==> config.mk <==
export PLATFORM = sky130hd
export DESIGN_NAME = fetch_stage_flat
export DESIGN_NICKNAME = d
export VERILOG_FILES = /design/src/rtl/fetch_stage_pkg.sv /design/src/rtl/fetch_stage_if.sv /design/src/rtl/fetch_queue.sv /design/src/rtl/fetch_stage.sv /design/src/flat_wrapper.sv
export SDC_FILE = /design/constraint.sdc
export NUM_CORES = 1
export LEC_CHECK = 0
export CORE_MARGIN = 2
export CORE_UTILIZATION = 39
export DETAILED_ROUTE_END_ITERATION = 7
export SLEW_MARGIN = 20
export SYNTH_ARGS = -nofsm -noshare
export SYNTH_HDL_FRONTEND = slang
export SYNTH_HIERARCHICAL = 1
export SYNTH_SLANG_ARGS = --single-unit
==> constraint.sdc <==
create_clock -name clk -period 36.8 [get_ports clk]
set_input_delay 9.2 -clock clk [delete_from_list [all_inputs] [get_ports clk]]
set_output_delay 9.2 -clock clk [all_outputs]
set_load 0.005 [all_outputs]
==> src/rtl/fetch_stage_pkg.sv <==
// Shared uDLX fetch definitions: default widths, reset PC, NOP encoding,
// queue occupancy states and fetch-entry sizing.
package fetch_stage_pkg;

  localparam int unsigned UDLX_DATA_WIDTH = 32;
  localparam int unsigned UDLX_ADDR_WIDTH = 32;
  localparam int unsigned UDLX_RESET_PC   = 0;
  localparam logic [31:0] UDLX_NOP        = 32'h0000_0000;

  typedef enum logic [1:0] {
    Q_EMPTY = 2'd0,
    Q_ONE   = 2'd1,
    Q_TWO   = 2'd2
  } queue_state_e;

  function automatic logic [1:0] queue_count(queue_state_e s);
    case (s)
      Q_ONE:   return 2'd1;
      Q_TWO:   return 2'd2;
      default: return 2'd0;
    endcase
  endfunction

  // A fetch entry packs {instr, pc, npc}.
  function automatic int entry_width(int data_w, int addr_w);
    return data_w + 2 * addr_w;
  endfunction

endpackage

==> src/rtl/fetch_stage_if.sv <==
// Fetch-stage bus: control inputs, instruction ROM read port and the
// valid/ready hand-off to decode.
interface fetch_stage_if import fetch_stage_pkg::*; #(
  parameter int DATA_WIDTH = UDLX_DATA_WIDTH,
  parameter int ADDR_WIDTH = UDLX_ADDR_WIDTH
);

  logic                  fetch_en;
  logic                  redirect;
  logic [ADDR_WIDTH-1:0] redirect_pc;
  logic                  rom_rd_ena;
  logic [ADDR_WIDTH-1:0] rom_address;
  logic [DATA_WIDTH-1:0] rom_data;
  logic                  if_valid;
  logic                  id_ready;
  logic [DATA_WIDTH-1:0] if_instr;
  logic [ADDR_WIDTH-1:0] if_pc;
  logic [ADDR_WIDTH-1:0] if_npc;

  modport master (
    input  fetch_en, redirect, redirect_pc, rom_data, id_ready,
    output rom_rd_ena, rom_address, if_valid, if_instr, if_pc, if_npc
  );

  modport slave (
    output fetch_en, redirect, redirect_pc, rom_data, id_ready,
    input  rom_rd_ena, rom_address, if_valid, if_instr, if_pc, if_npc
  );

endinterface

==> src/rtl/fetch_queue.sv <==
// Two-entry fetch FIFO with push/pop/flush; the head entry is a register so
// decode sees stable outputs while stalled.
module fetch_queue import fetch_stage_pkg::*; #(
  parameter int DATA_WIDTH = UDLX_DATA_WIDTH,
  parameter int ADDR_WIDTH = UDLX_ADDR_WIDTH
) (
  input  logic                  clk,
  input  logic                  rst_n,
  input  logic                  push,
  input  logic                  pop,
  input  logic                  flush,
  input  logic [DATA_WIDTH-1:0] push_instr,
  input  logic [ADDR_WIDTH-1:0] push_pc,
  input  logic [ADDR_WIDTH-1:0] push_npc,
  output logic                  head_valid,
  output logic [DATA_WIDTH-1:0] head_instr,
  output logic [ADDR_WIDTH-1:0] head_pc,
  output logic [ADDR_WIDTH-1:0] head_npc,
  output logic [1:0]            count
);

  localparam int ENTRY_W = entry_width(DATA_WIDTH, ADDR_WIDTH);

  queue_state_e         state_q, state_d;
  logic [ENTRY_W-1:0]   head_q, tail_q, push_entry;
  logic                 head_from_push, head_from_tail, tail_from_push;

  assign push_entry = {push_instr, push_pc, push_npc};

  always_ff @(posedge clk) begin
    if (!rst_n) state_q <= Q_EMPTY;
    else        state_q <= state_d;
  end

  // Flush wins over a same-cycle push; push into a full queue cannot occur.
  always_comb begin
    state_d        = state_q;
    head_from_push = 1'b0;
    head_from_tail = 1'b0;
    tail_from_push = 1'b0;
    if (flush) begin
      state_d = Q_EMPTY;
    end else begin
      case (state_q)
        Q_EMPTY: begin
          if (push) begin
            state_d        = Q_ONE;
            head_from_push = 1'b1;
          end
        end
        Q_ONE: begin
          case ({push, pop})
            2'b10: begin
              state_d        = Q_TWO;
              tail_from_push = 1'b1;
            end
            2'b01:   state_d        = Q_EMPTY;
            2'b11:   head_from_push = 1'b1;
            default: state_d        = Q_ONE;
          endcase
        end
        Q_TWO: begin
          if (pop) begin
            head_from_tail = 1'b1;
            if (push) tail_from_push = 1'b1;
            else      state_d        = Q_ONE;
          end
        end
        default: state_d = Q_EMPTY;
      endcase
    end
  end

  always_ff @(posedge clk) begin
    if (!rst_n)              head_q <= '0;
    else if (head_from_push) head_q <= push_entry;
    else if (head_from_tail) head_q <= tail_q;
  end

  always_ff @(posedge clk) begin
    if (tail_from_push) tail_q <= push_entry;
  end

  assign head_valid = (state_q != Q_EMPTY);
  assign count      = queue_count(state_q);
  assign {head_instr, head_pc, head_npc} = head_q;

endmodule

==> src/rtl/fetch_stage.sv <==
// uDLX instruction fetch: PC register, ROM read issue, inflight/kill tracking
// and a two-entry queue feeding decode.
module fetch_stage import fetch_stage_pkg::*; #(
  parameter int                    DATA_WIDTH = UDLX_DATA_WIDTH,
  parameter int                    ADDR_WIDTH = UDLX_ADDR_WIDTH,
  parameter logic [ADDR_WIDTH-1:0] RESET_PC   = ADDR_WIDTH'(UDLX_RESET_PC)
) (
  input  logic           clk,
  input  logic           rst_n,
  fetch_stage_if.master  bus
);

  logic [ADDR_WIDTH-1:0] pc_p0;
  logic [ADDR_WIDTH-1:0] req_pc_p1;
  logic                  vld_p1, kill_p1;
  logic                  issue, pop, push;
  logic                  q_valid;
  logic [1:0]            q_count;
  logic [2:0]            occupancy, limit;

  // Issue only while the queue can absorb every word already owed to it.
  assign pop       = q_valid & bus.id_ready & ~bus.redirect;
  assign occupancy = {1'b0, q_count} + {2'b00, vld_p1};
  assign limit     = 3'd2 + {2'b00, pop};
  assign issue     = rst_n & bus.fetch_en & ~bus.redirect & (occupancy < limit);

  assign bus.rom_rd_ena  = issue;
  assign bus.rom_address = pc_p0;

  // Stage p0 -> p1: ROM request outstanding
  always_ff @(posedge clk) begin
    if (!rst_n) begin
      pc_p0   <= RESET_PC;
      vld_p1  <= 1'b0;
      kill_p1 <= 1'b0;
    end else begin
      if (bus.redirect) pc_p0 <= bus.redirect_pc;
      else if (issue)   pc_p0 <= pc_p0 + ADDR_WIDTH'(1);
      vld_p1  <= issue;
      kill_p1 <= bus.redirect;
    end
  end

  always_ff @(posedge clk) begin
    if (issue) req_pc_p1 <= pc_p0;
  end

  // Stage p1 -> queue: ROM word returns and is captured
  assign push = vld_p1 & ~kill_p1;

  fetch_queue #(
    .DATA_WIDTH (DATA_WIDTH),
    .ADDR_WIDTH (ADDR_WIDTH)
  ) u_queue (
    .clk        (clk),
    .rst_n      (rst_n),
    .push       (push),
    .pop        (pop),
    .flush      (bus.redirect),
    .push_instr (bus.rom_data),
    .push_pc    (req_pc_p1),
    .push_npc   (req_pc_p1 + ADDR_WIDTH'(1)),
    .head_valid (q_valid),
    .head_instr (bus.if_instr),
    .head_pc    (bus.if_pc),
    .head_npc   (bus.if_npc),
    .count      (q_count)
  );

  assign bus.if_valid = q_valid;

endmodule
==> src/flat_wrapper.sv <==
// flat-port wrapper written by rule: the top's interface ports become plain ports
module fetch_stage_flat import fetch_stage_pkg::*;
#(
  parameter int                    DATA_WIDTH = UDLX_DATA_WIDTH,
  parameter int                    ADDR_WIDTH = UDLX_ADDR_WIDTH,
  parameter logic [ADDR_WIDTH-1:0] RESET_PC   = ADDR_WIDTH'(UDLX_RESET_PC)
)
  (clk, rst_n, bus_fetch_en, bus_redirect, bus_redirect_pc, bus_rom_data, bus_id_ready, bus_rom_rd_ena, bus_rom_address, bus_if_valid, bus_if_instr, bus_if_pc, bus_if_npc);
  fetch_stage_if #(.DATA_WIDTH(DATA_WIDTH), .ADDR_WIDTH(ADDR_WIDTH)) bus_i ();
  input  logic clk;
  input  logic rst_n;
  input wire logic [$bits(bus_i.fetch_en)-1:0] bus_fetch_en;
  input wire logic [$bits(bus_i.redirect)-1:0] bus_redirect;
  input wire logic [$bits(bus_i.redirect_pc)-1:0] bus_redirect_pc;
  input wire logic [$bits(bus_i.rom_data)-1:0] bus_rom_data;
  input wire logic [$bits(bus_i.id_ready)-1:0] bus_id_ready;
  output wire logic [$bits(bus_i.rom_rd_ena)-1:0] bus_rom_rd_ena;
  output wire logic [$bits(bus_i.rom_address)-1:0] bus_rom_address;
  output wire logic [$bits(bus_i.if_valid)-1:0] bus_if_valid;
  output wire logic [$bits(bus_i.if_instr)-1:0] bus_if_instr;
  output wire logic [$bits(bus_i.if_pc)-1:0] bus_if_pc;
  output wire logic [$bits(bus_i.if_npc)-1:0] bus_if_npc;
  assign bus_i.fetch_en = bus_fetch_en;
  assign bus_i.redirect = bus_redirect;
  assign bus_i.redirect_pc = bus_redirect_pc;
  assign bus_i.rom_data = bus_rom_data;
  assign bus_i.id_ready = bus_id_ready;
  assign bus_rom_rd_ena = bus_i.rom_rd_ena;
  assign bus_rom_address = bus_i.rom_address;
  assign bus_if_valid = bus_i.if_valid;
  assign bus_if_instr = bus_i.if_instr;
  assign bus_if_pc = bus_i.if_pc;
  assign bus_if_npc = bus_i.if_npc;
  fetch_stage #(.DATA_WIDTH(DATA_WIDTH), .ADDR_WIDTH(ADDR_WIDTH), .RESET_PC(RESET_PC)) u_core (.clk(clk), .rst_n(rst_n), .bus(bus_i));
endmodule
-- Word level (Yosys, flattened, before mapping)
Cells that the tools add are included.
- multiply operators: 0
- divide/modulo/power cells: 0
- magnitude comparators: 1
- shifts and indexed selects: 0
- bitwise logic cells: 9
- mux-type cells: 21
- add/subtract/negate cells: 4
- equality and inequality tests: 9
- reduce and logical (&&, ||, !) cells: 6
- operators by type and width (kind ; number):
    $mux 96 ; 2
    $add 32x1->32 const B ; 2
    $mux 32 ; 2
    $pmux 2 s3 ; 2
    $mux 1 ; 9
    $and 1x1->1 ; 6
    $eq 2x2->1 const B ; 3
    $mux 2 ; 3
    $ne 2x2->1 const B ; 3
    $reduce_bool 2->1 ; 3
    $eq 2x1->1 const B ; 2
    $pmux 1 s2 ; 2
    $pmux 2 s2 ; 1
    $reduce_and 4->1 ; 1
    $add 2x1->3 ; 1
    $add 2x1->3 const A ; 1
    $lt 3x3->1 ; 1
    $not 1->1 ; 3
    $logic_not 2->1 ; 1
    $ne 2x1->1 const B ; 1
    $reduce_or 2->1 ; 1
- latch bits: 0
- memories kept: 0
- ROM bits: 0
- input bits: 69
- bits in registers: 260
- memory bits (writable): 0

-- Logic depth before layout (Yosys ltp)
- depth in word-level cells: 8
- gate-level depth with buffers: 12
- gate-level depth less buffers: 10

-- Cells and area by module
The synthesis kept the hierarchy.
- by module, submodules not included (module ; instances ; seq. area each (sq um) ; area an instance (sq um) ; cells each):
    fetch_queue ; 1 ; 4844.6 ; 7352.1 ; 555
    fetch_stage ; 1 ; 1641.6 ; 3458.3 ; 365

-- Least setup slack after synthesis
No wires, ideal clock.
- kind: input port to output port
- start: input port bus_redirect
- end: output port bus_rom_rd_ena
- cell stages on the path: 5
- required time: 27600 ps
- setup slack: 16572 ps
- arrival: 11028 ps
- path buffers: 2
- cells stage by stage: clkbuf_1 nor4bb_1 o21ai_0 inv_1 clkbuf_1
- longest elaborated chain between the ends: 5
- elaborated cells between the ends (all ways): 6
- those cells by class: add/sub (1); order compare (1); bitwise (4)
- RTL lines (what ; RTL line ; source):
    from (decl) ; flat_wrapper.sv:13 ; input wire logic [$bits(bus_i.redirect)-1:0] bus_redirect;
    $not 1->1 * ; fetch_stage.sv:22, fetch_stage.sv:25 ;
    $and 1x1->1 ; fetch_stage.sv:22 ; assign pop = q_valid & bus.id_ready & ~bus.redirect;
    $add 2x1->3 ; fetch_stage.sv:24 ; assign limit = 3'd2 + {2'b00, pop};
    $lt 3x3->1 ; fetch_stage.sv:25 ; assign issue = rst_n & bus.fetch_en & ~bus.redirect & (occupancy < limit);
    $and 1x1->1 * ; fetch_stage.sv:25 ;
    to (decl) ; flat_wrapper.sv:17 ; output wire logic [$bits(bus_i.rom_rd_ena)-1:0] bus_rom_rd_ena;
Mark *: on every way between the ends. The rest lies on a longest branch, timed or not.

-- Worst setup path in the final report
Same ends and word-level chain as after synthesis.

==> results.sh <==
export IMPL_p_seq_share_pct=50.2
export IMPL_r2r_end="u_core/bus.rom_address[15]"
export IMPL_cts_sinks=260
export IMPL_p_int_uw=494
export IMPL_place_congestion=0.836
export IMPL_holdPathEnd="u_core/req_pc_p1[11]"
export IMPL_p_per_area_nw_per_um2=45.7
export IMPL_path_clk_slew_ps=60
export IMPL_worstSetupStartpointType="input port"
export IMPL_synth_cell_types=63
export IMPL_initial_core_util_pct=39.9
export IMPL_fp_dieW_um=170
export IMPL_r2r_slack_ps=33350
export IMPL_switching_share_pct=21.9
export IMPL_antenna_left=0
export IMPL_post_route_min_period_ps=20480
export IMPL_die_y_um=170
export IMPL_wl_per_cell_um=17.4
export IMPL_crit_arrival_ps=11280
export IMPL_setup_viol=0
export IMPL_synth_top_flop_cell="dfxtp_1"
export IMPL_rr_startpoint="u_core/u_queue/state_q[1]"
export IMPL_fill_cells=2455
export IMPL_cp_max_fo=41
export IMPL_totalNegativeSetupSlack_ps=0
export IMPL_track_usage_pct=17.4
export IMPL_via_per_inst=5.17
export IMPL_n_antenna_cell=0
export IMPL_drt_total_wl_um=26100
export IMPL_hold_viol=0
export IMPL_fin_util_pct=51.1
export IMPL_fin_hold_ws_ps=529
export IMPL_drive_gt1_share_pct=6.49
export IMPL_max_slew_worst_pin_slew_ps=1090
export IMPL_outcome="finished clean"
export IMPL_synth_area_top_cells="edfxtp_1, dfxtp_1, mux2i_1, a21oi_1, o21ai_1"
export IMPL_ys_seq_area_share_pct=60.0
export IMPL_drc_errors=0
export IMPL_synth_top_cell_by_area="edfxtp_1"
export IMPL_synth_seq_cells=260
export IMPL_synth_avg_cell_area_sq_um=11.8
export IMPL_synthArstFlopShare_pct=0
export IMPL_rr_worst_depth=12
export IMPL_overflow=0
export IMPL_grt_max_degree=88
export IMPL_min_period_over_period_pct=55.7
export IMPL_postCtsSetupRepairBufs=0
export IMPL_min_path_type="register to register"
export IMPL_fmax_ghz=0.0488
export IMPL_p_clk_share_pct=43.2
export IMPL_rsz0062_at_grt="false"
export IMPL_synthTopCellsByCount="dfxtp_1, edfxtp_1, a21oi_1"
export IMPL_power_leakage_nw=5.35
export IMPL_dr_total_vias=7739
export IMPL_antenna_found_initial=0
export IMPL_peakVddDrop_v=0.0000327
export IMPL_dp_cells=1444
export IMPL_die_area_sq_um=29100
export IMPL_syn_instance_count=920
export IMPL_cts_hold_buffers_added=0
export IMPL_synth_area_sq_um=10800
export IMPL_finClkSkew_ps=15.1
export IMPL_final_cell_count_no_fill=1496
export IMPL_power_frac_comb_pct=6.5
export IMPL_fin_area_sq_um=13900
export IMPL_path_class="input port to output pin"
export IMPL_drt_initial_drc_count=563
export IMPL_num_rows=60
export IMPL_cts_tree="done"
export IMPL_end_kind="output pin"
export IMPL_ys_warn_count=6
export IMPL_max_slew_margin_pct=27.4
export IMPL_max_cap_violations=0
export IMPL_grt_pass1_vias=7277
export IMPL_fin_nets=1184
export IMPL_synth_nets=1002
export IMPL_finalWorstSetupSlack_ps=16320
export IMPL_area_delta_synth_final_pct=28.2
export IMPL_clock_latency_ps=530
export IMPL_switching_power_uw=139
export IMPL_hold_start="u_core/bus.rom_address[11]"
export IMPL_clock_root_buffer="clkbuf_16"
export IMPL_dp_slack_ps=16330
export IMPL_cts_max_level=1
export IMPL_cts_resized=0
export IMPL_p_total_uw=633
export IMPL_placed_cell_area_sq_um=12900
export IMPL_yosysMostFrequentCell="dfxtp_1"
export IMPL_core_area_sq_um=27100
export IMPL_hold_path_cell_count=0
export IMPL_crit_required_ps=27600
export IMPL_clock_path_buffers=3
export IMPL_synth_top_area_share_pct=35.6
export IMPL_io_buffer_count=198
export IMPL_numCtsBuffers=28
export IMPL_hpwlAfterDp_um=16800
export IMPL_grt_pass1_wl_um=40300
export IMPL_pin_count=199
export IMPL_drv_slew=0
export IMPL_synth_edf_count=128
export IMPL_first_pass_iters=5
==> metal layers <==
metal	GRT usage [%]	up-vias	routed length (um)
met3	4.02	32	1960
met5	0	-	0
li1	-	3818	-
met1	25.4	3610	12600
met2	26.2	279	11100
met4	4.35	0	471
==> cell usage in the layout (no fill, tap or decap), types with 4 or more instances in the layout <==
cell,n
clkdlybuf4s50_1,197
dfxtp_1,132
edfxtp_1,128
a21oi_1,113
mux2i_1,100
o21ai_1,84
nand2_1,40
clkbuf_16,29
nor2_1,24
o21ai_0,24
nand3_1,23
xnor2_1,22
inv_1,20
buf_4,13
and3_1,13
nand4_1,13
ha_1,13
xor2_1,12
nor4_1,11
a31oi_1,11
clkinv_2,8
nor3_1,8
clkbuf_8,5
clkinv_1,4
and2_1,4
a21o_1,4
a22oi_1,4
a211oi_1,4
a2bb2oi_1,4
==> how the worst max path moves through the flow <==
stage	from	to	slack, ps	cells past startpoint
floorplan	bus_redirect	bus_rom_rd_ena	16570	5
global placement	bus_redirect	bus_rom_rd_ena	16320	7
detailed placement	bus_redirect	bus_rom_rd_ena	16330	7
CTS	bus_redirect	bus_rom_rd_ena	16310	7
global route	bus_redirect	bus_rom_rd_ena	16180	7
finish	bus_redirect	bus_rom_rd_ena	16320	7
==> critical path, cell delays in order <==
cell and delay [ps]:
clkdlybuf4s50_1 460, buf_4 390, nor4bb_1 130, o21ai_2 130, buf_4 340, clkinv_1 140, clkdlybuf4s50_1 470
==> registers in the layout (all words and copies together) (netlist names) <==
register,count
u_core/vld_p1,1
u_core/u_queue/tail_q,96
u_core/u_queue/head_q,96
u_core/u_queue/state_q,2
u_core/bus.rom_address,32
u_core/req_pc_p1,32
u_core/kill_p1,1
==> cell families after synthesis <==
group | share of synthesized area, %
AO/OA/AOI/OAI | 13.6
XOR/XNOR | 2.75
adder cells (fa/ha/maj) | 1.50
buffers and inverters | 4.63
flip-flops | 60.0
multiplexers | 9.47
AND/OR/NAND/NOR | 8.00
==> area by class of cell <==
type                       count  area [sq um]  area share (%)
sequential                   260          6490            46.8
multi-input combinational    580          3840            27.7
clock inverter                15           106           0.768
timing repair buffer         210          2070            14.9
inverter                      22          82.6           0.596
tap                          372           465            3.36
clock buffer                  37           806            5.82
==> power by group through the flow <==
stage	combinational [mW]	sequential [mW]	clock (mW)
after global routing	0.0453	0.319	0.294
after global placement	0.0409	0.324	0
after CTS	0.0415	0.318	0.281
final	0.0413	0.318	0.274
after floorplan	0.0178	0.322	0
after detailed placement	0.0412	0.324	0
(Power assumes the default switching activity.)
